$ cat config.mk
export PLATFORM = sky130hd
export DESIGN_NAME = temp_uart_reporter
export DESIGN_NICKNAME = d
export VERILOG_FILES = /design/src/rtl/temp_uart_reporter.sv
export SDC_FILE = /design/constraint.sdc
export NUM_CORES = 1
export LEC_CHECK = 0
export CAP_MARGIN = 0
export CORE_MARGIN = 1.5
export CORE_UTILIZATION = 54
export DETAILED_ROUTE_END_ITERATION = 8
export PLACE_DENSITY = 0.76
export SLEW_MARGIN = 0
export SYNTH_ARGS = -nofsm -noshare
export SYNTH_HDL_FRONTEND = slang
export SYNTH_SLANG_ARGS = --single-unit
$ cat constraint.sdc
create_clock -name clk -period 5.7 [get_ports clk]
set_clock_uncertainty 0.05 [all_clocks]
set_input_delay 1.71 -clock clk [delete_from_list [all_inputs] [get_ports clk]]
set_output_delay 1.71 -clock clk [all_outputs]
set_load 0.05 [all_outputs]
$ cat src/rtl/temp_uart_reporter.sv
// temp_uart_reporter: snapshots a BCD temperature on valid and sends "+HTO.F\r\n" over UART TX (8N1, LSB first)
// Ports:
//   clk, rst            system clock, synchronous active-high reset
//   valid               one-cycle pulse, new temperature available (accepted only while not busy)
//   sign, hundreds, tens, ones, fractional   temperature sign and BCD digits
//   tx                  UART serial output, idle high
//   busy                frame in progress
//   frame_done          one-cycle pulse after the last stop bit of a frame
//   overrun             sticky, set when valid arrives while busy
module temp_uart_reporter #(
  parameter int CLKS_PER_BIT = 434
) (
  input  logic       clk,
  input  logic       rst,
  input  logic       valid,
  input  logic       sign,
  input  logic [3:0] fractional,
  input  logic [3:0] ones,
  input  logic [3:0] tens,
  input  logic [3:0] hundreds,
  output logic       tx,
  output logic       busy,
  output logic       frame_done,
  output logic       overrun
);
  typedef enum logic [1:0] {IDLE, START_BIT, DATA_BITS, STOP_BIT} state_t;
  localparam logic [15:0] LAST = 16'(CLKS_PER_BIT - 1);
  state_t      state_q;
  logic [15:0] cnt_q;
  logic [2:0]  bit_q;
  logic [2:0]  idx_q;
  logic        sign_q;
  logic [3:0]  h_q;
  logic [3:0]  t_q;
  logic [3:0]  o_q;
  logic [3:0]  f_q;
  logic [7:0]  ch;
  logic        bit_end;
  function automatic logic [7:0] enc(input logic [3:0] d);
    return d > 4'd9 ? 8'h3F : {4'h3, d};
  endfunction
  // Character currently being serialised, selected by the character index.
  always_comb begin
    ch = idx_q == 3'd0 ? (sign_q ? 8'h2D : 8'h2B) :
         idx_q == 3'd1 ? enc(h_q) :
         idx_q == 3'd2 ? enc(t_q) :
         idx_q == 3'd3 ? enc(o_q) :
         idx_q == 3'd4 ? 8'h2E :
         idx_q == 3'd5 ? enc(f_q) :
         idx_q == 3'd6 ? 8'h0D : 8'h0A;
    bit_end = cnt_q == LAST;
  end
  always_ff @(posedge clk) begin
    if (rst) begin
      state_q    <= IDLE;
      cnt_q      <= '0;
      bit_q      <= '0;
      idx_q      <= '0;
      sign_q     <= 1'b0;
      h_q        <= '0;
      t_q        <= '0;
      o_q        <= '0;
      f_q        <= '0;
      tx         <= 1'b1;
      busy       <= 1'b0;
      frame_done <= 1'b0;
      overrun    <= 1'b0;
    end else begin
      frame_done <= 1'b0;
      if (valid && busy) overrun <= 1'b1;
      cnt_q <= (state_q == IDLE || bit_end) ? '0 : cnt_q + 16'd1;
      case (state_q)
        IDLE: if (valid) begin
          state_q <= START_BIT;
          busy    <= 1'b1;
          tx      <= 1'b0;
          idx_q   <= '0;
          sign_q  <= sign;
          h_q     <= hundreds;
          t_q     <= tens;
          o_q     <= ones;
          f_q     <= fractional;
        end
        START_BIT: if (bit_end) begin
          state_q <= DATA_BITS;
          bit_q   <= '0;
          tx      <= ch[0];
        end
        DATA_BITS: if (bit_end) begin
          if (bit_q == 3'd7) begin
            state_q <= STOP_BIT;
            tx      <= 1'b1;
          end else begin
            bit_q <= bit_q + 3'd1;
            tx    <= ch[bit_q + 3'd1];
          end
        end
        STOP_BIT: if (bit_end) begin
          // The next start bit follows the stop bit directly, with no idle gap.
          if (idx_q == 3'd7) begin
            state_q    <= IDLE;
            busy       <= 1'b0;
            frame_done <= 1'b1;
          end else begin
            state_q <= START_BIT;
            idx_q   <= idx_q + 3'd1;
            tx      <= 1'b0;
          end
        end
        default: state_q <= IDLE;
      endcase
    end
  end
endmodule

======== Yosys cells after proc, flatten, opt, wreduce, memory -nomap -nowiden ========
Cells that the tools add are included.
storage, ports and cells
  bits in registers ....................... 45
  input port bits ......................... 20
  output and inout bits ................... 4
  word-level logic and storage cells ...... 98
operators by class
  add/sub/neg operators ................... 3
  order comparisons ....................... 5
  equal/unequal tests ..................... 20
  multiplexer cells ....................... 41
  bitwise operators ....................... 2
  reduce and logical (&&, ||, !) cells .... 14
operators with widths
  operator                 count
  $mux W6                  6
  $mux W3                  8
  $add A16 B1 Y16 const B  1
  $eq A16 B9 Y1 const B    1
  $gt A4 B4 Y1 const B     4
  $mux W4                  4
  $ne A2 B2 Y1 const B     8
  $eq A3 B3 Y1 const B     5
  $mux W1                  12
  $pmux W3 S2              2
  $reduce_and A4 Y1        3
  $mux W2                  5
  $reduce_and A5 Y1        2
  $pmux W2 S4              1
  $add A3 B1 Y3 const B    2
  $eq A3 B2 Y1 const B     2
  $eq A2 B2 Y1 const B     2
  $lt A3 B4 Y1 const B     1
  $pmux W1 S4              1
  $reduce_bool A2 Y1       2
  $bmux W1 S3              1
  $eq A3 B1 Y1 const B     1
  $logic_not A3 Y1         1
  $reduce_or A3 Y1         1
  8 further kinds          9

======== Logic depth before layout (Yosys ltp) ========
Gate-level depths: netlist of run 1.
  word-level depth ........................ 13
  mapped depth ............................ 9
  depth with buffers taken out ............ 8

======== Worst setup path before layout of run 1 ========
OpenSTA, ideal clock, no wires.
  path kind ............................... in2reg
  start ................................... input port valid
  end ..................................... register tx
  setup time .............................. 0.114 ns
  arrival time ............................ 2.522 ns
  data required time ...................... 5.536 ns
  setup slack ............................. 3.014 ns
  stages .................................. 5
  buffers on the path ..................... 0
  path through ............................ nor2_1 -> a21oi_4 -> and3_1 -> a311o_1 -> a21o_1
on the way
  word-level cells in the longest chain between the ends .. 2
RTL lines
  element                             RTL line  text
  from (decl)                         15        input logic valid,
  $ne A2 B2 Y1 (no source line)       n/a
  $reduce_and A5 Y1 (no source line)  n/a
  to (signal assigned)                87        tx <= ch[0];
  to (signal assigned)                95        tx <= ch[bit_q + 3'd1];
  to (decl)                           21        output logic tx,
No other way between the ends.
A chain may end at the register's enable or synchronous reset.

======== Final worst setup path of run 1 ========
  start ................................... input port rst
  end ..................................... register cnt_q[11]
on the way
  word-level cells in the longest chain between the ends .. 1
RTL lines
  element                            RTL line  text
  from (decl)                        14        input logic rst,
  $reduce_or A2 Y1 (no source line)  n/a
  to (signal assigned)               71        cnt_q <= (state_q == IDLE || bit_end) ? '0 : cnt_q + 16'd1;
  to (decl)                          29        logic [15:0] cnt_q;
No other way between the ends.

==> results.tsv, run 1 <==
stage	metric	value	unit
die	Die Ht	69.87	um
cts	TritonCTS clock tree	done	
detailed_routing	1st-pass router iterations	4	
run_status	outcome	finished, final reports clean	
synth	Primary FF master, synth	dfxtp_1	
die	die area	4882	um2
cts	clock slew at reported path FFs	0.08	ns
critical_path	Startpoint Class	primary input	
detailed_routing	DR iter-0 viols	98	
layout	Fillers	397	
place	Port Buffers	23	
die	I/O pins	24	
detailed_routing	post-route ant nets	0	
synth	Seq cells post-synth	45	
layout	antenna diode count	0	
die	initial core utilization	0.5584	
layout	most common cell after layout, fill and taps aside	nand2_1	
sta	Final Critical Period	3.396	ns
cts	H-tree depth	2	
detailed_routing	Total Routed Length	4865	um
power_and_ir_drop	pwr dens	310.6	nW/um2
detailed_routing	Vias per Instance	5.603	
layout	Layout Utilization	0.6348	
sta	RSZ-0062 raised after global routing	false	
synth	Cells after Synth	297	
grt	gr ovfl total	0	
critical_path	critical path required time	5.82	ns
grt	vias in the first global route	1928	
detailed_routing	Residual DRC	0	
detailed_routing	Via Count	2062	
cts	CTS Buffer Depth	2	
synth	yosys warns	0	
detailed_routing	routed len/inst	13.22	um
layout	most frequent cells in the layout	46 x nand2_1, 45 x dfxtp_1, 31 x nor2_1, 31 x a21oi_1, 23 x clkdlybuf4s50_1	
synth	ys async rst share	0	
power_and_ir_drop	Pleak	0.9960	nW
sta	worst rel slew slack	0.2749	
cts	cts bufs inserted	5	
grt	largest net degree at the start of global routing	31	
cts	hold bufs inserted after CTS	0	
die	cell row count	24	
place	GPL Wtd Cong	0.8959	
cts	Post-CTS Setup Inserts	0	
die	core area	4324	um2
synth	post-synthesis cell type count	59	
synth	cell area after synthesis	2415	um2
power_and_ir_drop	VDD IR max	0.0001540	V
critical_path	R2R Setup Slk	3.28	ns
synth	post-synth net total	331	
sta	f_max	294.4	MHz
place	Detailed Place HPWL	3539	um
cts	Resize count post-CTS	0	
sta	Least-Margin Pin Slew	1.084	ns
sta	final hold vios	0	
critical_path	WS Path Type	primary input to register	
synth	Mean Syn Cell Area	8.131	um2
critical_path	kind of end point of the critical path	register	
grt	initial antenna violation count	0	
sta	Final Cycle Share	0.5958	
cts	clock latency on the worst-skew pair	0.29	ns
critical_path	Max FO, Critical Path	30	
run	Max-cap violations	0	
layout	Area Overhead vs Synth	13.68	%
sta	Slew Viols, Final	0	
grt	total track usage	0.2117	
synth	Post-synth EDFFs	0	
layout	layout cells sized above 1	0.05063	
sta	# setup viols final	0	
die	chip width	69.87	um
grt	first-pass GRT wire length	8556	um
synth	Seq/Total Area, Yosys	0.3731	
sta	setup TNS	0	ns
layout	NumNets Final	350	
min_path	Worst Hold Class	register to register	
cts	Num Clock Sinks	45	
critical_path	CP arrival	3.51	ns
cts	Clock Tree Root	clkbuf_8	
cell type report:
class | count | area [um2] | area share
clock inverter | 1 | 7.507 | 0.002735
sequential | 45 | 900.9 | 0.3282
multi-input combinational | 229 | 1414 | 0.5150
timing repair buffer | 23 | 230.2 | 0.08387
inverter | 12 | 45.04 | 0.01641
clock buffer | 6 | 82.58 | 0.03008
tap | 52 | 65.06 | 0.02370
cells by family after synthesis:
family,Yosys count,synth area share
XOR/XNOR,13,0.04715
AND/OR/NAND/NOR,127,0.2611
flip-flops,45,0.3731
multiplexers,4,0.01762
adder cells (fa/ha/maj),14,0.07254
AO/OA/AOI/OAI,71,0.1870
buffers and inverters,23,0.04145
flip-flops by register name, summed over array words and instances, names as in the netlist:
register    flops
tx              1
f_q             4
cnt_q          16
o_q             4
busy            1
h_q             4
sign_q          1
idx_q           3
bit_q           3
overrun         1
t_q             4
frame_done      1
state_q         2
critical path, stage by stage:
cell	delay (ns)
clkdlybuf4s50_1	1.18
nor2_1	0.07
nand2_1	0.44
nor2_1	0.11
Yosys cell counts, types with 2 or more instances:
| cell type | number | area [um2] |
|---|---|---|
| o22ai_1 | 2 | 12.51 |
| a211oi_1 | 2 | 15.01 |
| nor2b_1 | 7 | 43.79 |
| and3_1 | 5 | 31.28 |
| xnor2_1 | 6 | 52.55 |
| nor3_1 | 2 | 10.01 |
| dfxtp_1 | 45 | 900.9 |
| or3_1 | 2 | 12.51 |
| nand3_1 | 9 | 45.04 |
| mux2i_1 | 2 | 20.02 |
| and2_1 | 3 | 18.77 |
| inv_1 | 11 | 41.29 |
| a211o_1 | 4 | 35.03 |
| ha_1 | 14 | 175.2 |
| nor3b_1 | 2 | 15.01 |
| buf_1 | 2 | 7.510 |
| nor2_1 | 31 | 116.4 |
| a31oi_1 | 2 | 12.51 |
| o211ai_1 | 2 | 15.01 |
| xor2_1 | 7 | 61.31 |
| nand2_1 | 46 | 172.7 |
| o2111ai_1 | 2 | 17.52 |
| nand2b_1 | 5 | 31.28 |
| clkbuf_1 | 5 | 18.77 |
| a21oi_1 | 31 | 155.2 |
| nor4_1 | 3 | 18.77 |
| o21a_1 | 3 | 22.52 |
| buf_2 | 2 | 10.01 |
| o21ai_0 | 10 | 50.05 |
through the flow:
stage | power [W] | hold WS, ns | instance area, um2 | setup WS [ns] | cells
floorplan | 0.0005905 | 0.3811 | 2415 | 3.014 | 297
global placement | 0.0006551 | 0.3919 | 2655 | 2.006 | 361
detailed placement | 0.0006622 | 0.3971 | 2655 | 1.965 | 361
CTS | 0.0008600 | 0.4085 | 2745 | 2.276 | 368
global route | 0.0009080 | 0.4212 | 2745 | 2.128 | 368
finish | 0.0008525 | 0.4074 | 2745 | 2.304 | 368
final timing paths:
check,start,end,cells after the start
worst max-delay path,rst,cnt_q[11],4
worst min-delay path,f_q[0],f_q[0],2
worst min register to register,f_q[0],f_q[0],2
worst max register to register,idx_q[2],tx,8
power breakdown:
group          leakage (nW)  total, W  switching [W]  internal, W
sequential            0.366  0.000383      0.0000327     0.000350
clock                0.0433  0.000198       0.000102    0.0000958
combinational         0.586  0.000272       0.000164     0.000108
total                 0.996  0.000853       0.000299     0.000554
per-layer routing:
layer | global-route usage | wire length [um] | vias to the layer above
li1 | - | - | 1069
met1 | 0.2949 | 2484 | 955
met2 | 0.3333 | 2188 | 33
met3 | 0.03608 | 135 | 5
met4 | 0.07265 | 57 | 0
met5 | 0 | 0 | -
Power figures use the tool's default switching activity.
==> run 2, diff against run 1 <==
==> constraint.sdc (replaced) <==
create_clock -name clk -period 3.15 [get_ports clk]
set_clock_uncertainty 0.05 [all_clocks]
set_input_delay 0.945 -clock clk [delete_from_list [all_inputs] [get_ports clk]]
set_output_delay 0.945 -clock clk [all_outputs]
set_load 0.05 [all_outputs]
==> results.tsv, run 2 (synthesis results as in run 1) <==
stage	metric	value	unit	change
run_status	outcome	finished, final reports clean		
critical_path	WS Path Type	register to primary output		
place	Placed Area	2663	um2	+0.28%
detailed_routing	Vias per Instance	5.607		about the same
critical_path	Max FO, Critical Path	3		-90%
critical_path	Startpoint Class	register		
die	Die Ht	69.87	um	unchanged
layout	Finished Cell Area	2748	um2	about the same
power_and_ir_drop	Pleak	0.9977	nW	+0.17%
cts	Post-CTS Setup Inserts	0		unchanged
critical_path	critical path required time	2.15	ns	-3.67 ns
detailed_routing	1st-pass router iterations	4		unchanged
place	placed insts	362		+0.28%
critical_path	crit-path cells	clkdlybuf4s50_1		
grt	initial antenna violation count	0		unchanged
sta	# setup viols final	0		unchanged
power_and_ir_drop	pwr dens	560.9	nW/um2	+81%
grt	largest net degree at the start of global routing	30		-3.2%
sta	Least-Margin Pin Slew	0.6003	ns	-0.4839 ns
layout	layout cells sized above 1	0.05363		+0.002995
detailed_routing	routed len/inst	13.47	um	+1.9%
die	die area	4882	um2	unchanged
critical_path	CP arrival	1.49	ns	-2.02 ns
detailed_routing	DR iter-0 viols	122		+24%
critical_path	Critical Path Slowest Stage Cell	clkdlybuf4s50_1		
die	I/O pins	24		unchanged
layout	Most flops, register	cnt_q		
cts	TritonCTS clock tree	done		
cts	Num Clock Sinks	45		unchanged
layout	Largest register FFs	16		unchanged
power_and_ir_drop	Final Power	0.001541	W	+81%
sta	worst rel slew slack	0.5998		+0.3249
sta	final hold vios	0		unchanged
die	chip width	69.87	um	unchanged
die	cell row count	24		unchanged
grt	first-pass GRT wire length	8790	um	+2.7%
cts	cts bufs inserted	5		unchanged
cts	hold bufs inserted after CTS	0		unchanged
sta	Final Critical Period	2.480	ns	
sta	setup TNS	0	ns	unchanged
place	Port Buffers	23		unchanged
grt	total track usage	0.2201		+0.008412
min_path	Worst Hold Class	register to register		
die	initial core utilization	0.5584		unchanged
place	Detailed Place HPWL	3649	um	+3.1%
die	core area	4324	um2	unchanged
grt	vias in the first global route	1922		-0.31%
layout	most frequent cells in the layout	46 x nand2_1, 45 x dfxtp_1, 31 x nor2_1, 31 x a21oi_1, 23 x clkdlybuf4s50_1		
critical_path	delay-heaviest family, CP	buffers and inverters		
layout	antenna diode count	0		unchanged
layout	NumNets Final	351		+0.29%
detailed_routing	Via Count	2069		+0.34%
detailed_routing	Total Routed Length	4971	um	+2.2%
cts	Resize count post-CTS	0		unchanged
critical_path	WP buf/inv	1		unchanged
run	Max-cap violations	0		unchanged
place	GPL Wtd Cong	0.8756		-2.3%
power_and_ir_drop	VDD IR max	0.0004117	V	+170%
cts	CTS Buffer Depth	2		unchanged
sta	f_max	403.2	MHz	
layout	Area Overhead vs Synth	13.78	%	about the same
critical_path	CP max stage delay	0.82	ns	-0.36 ns
grt	gr ovfl total	0		unchanged
sta	RSZ-0062 raised after global routing	false		
cts	Clock Tree Root	clkbuf_8		
layout	most common cell after layout, fill and taps aside	nand2_1		
cts	clock latency on the worst-skew pair	0.30	ns	about the same
detailed_routing	post-route ant nets	0		unchanged
layout	Fillers	427		+7.6%
cts	H-tree depth	2		unchanged
critical_path	kind of end point of the critical path	primary output		
detailed_routing	Residual DRC	0		unchanged
layout	Final Non-Filler Cells	369		+0.27%
cts	clock slew at reported path FFs	0.08	ns	about the same
sta	Slew Viols, Final	0		unchanged
sta	Final Cycle Share	0.7874		
==> run 2: cell types whose count changed in the layout (fill, tap and decap cells not counted), sizes merged <==
| cell | delta |
|---|---|
| clkbuf | -1 |
| clkinv | +1 |
| buf | +1 |
==> run 2: power breakdown <==
group | switching, W | internal, W | total (W)
logic | 0.000304 | 0.000196 | 0.000500
registers | 0.0000593 | 0.000633 | 0.000692
clock network | 0.000196 | 0.000153 | 0.000349
total | 0.000559 | 0.000982 | 0.00154
==> run 2: worst register-to-register path, cell delays in order, from the launching register on <==
cell and delay, ns:
dfxtp_1 0.60, inv_1 0.21, ha_1 0.34, nor2_1 0.15, o2111ai_1 0.15, a21oi_1 0.21, o21ai_0 0.13, a311o_1 0.36
a21o_1 0.15
==> run 2: through the flow <==
step | utilization | hold WS (ns) | setup WS, ns
finish | 0.6354 | 0.4097 | 0.6696
global route | 0.6354 | 0.4295 | 0.4951
CTS | 0.6354 | 0.4121 | 0.6536
detailed placement | 0.6157 | 0.4006 | 0.6668
global placement | 0.6157 | 0.3946 | 0.6902
floorplan | - | 0.3811 | 1.105
==> run 2: layout make-up <==
| cell class | instances | area (um2) | share of cell area |
|---|---|---|---|
| multi-input cells | 229 | 1414 | 0.5146 |
| flip-flops and latches | 45 | 900.9 | 0.3279 |
| repair buffers | 24 | 237.7 | 0.08652 |
| clock buffers | 5 | 68.82 | 0.02505 |
| well taps | 52 | 65.06 | 0.02368 |
| inverters | 12 | 45.04 | 0.01639 |
| clock inverters | 2 | 16.27 | 0.005920 |
==> run 2: worst paths after layout <==
check,from,end,slack (ns),cells after the start
setup / recovery,busy,busy,0.67,1
setup reg to reg,idx_q[2],tx,0.70,8
hold / removal,o_q[0],o_q[0],0.41,2
hold reg to reg,o_q[0],o_q[0],0.41,2
==> run 2: layer usage <==
| metal | vias to the layer above | share of wire | wire [um] | track usage |
|---|---|---|---|---|
| met5 | - | 0 | 0 | 0 |
| met4 | 0 | 0.014 | 69 | 0.08974 |
| met3 | 7 | 0.028 | 140 | 0.03175 |
| met2 | 34 | 0.44 | 2204 | 0.3333 |
| met1 | 951 | 0.51 | 2556 | 0.3159 |
| li1 | 1077 | - | - | - |
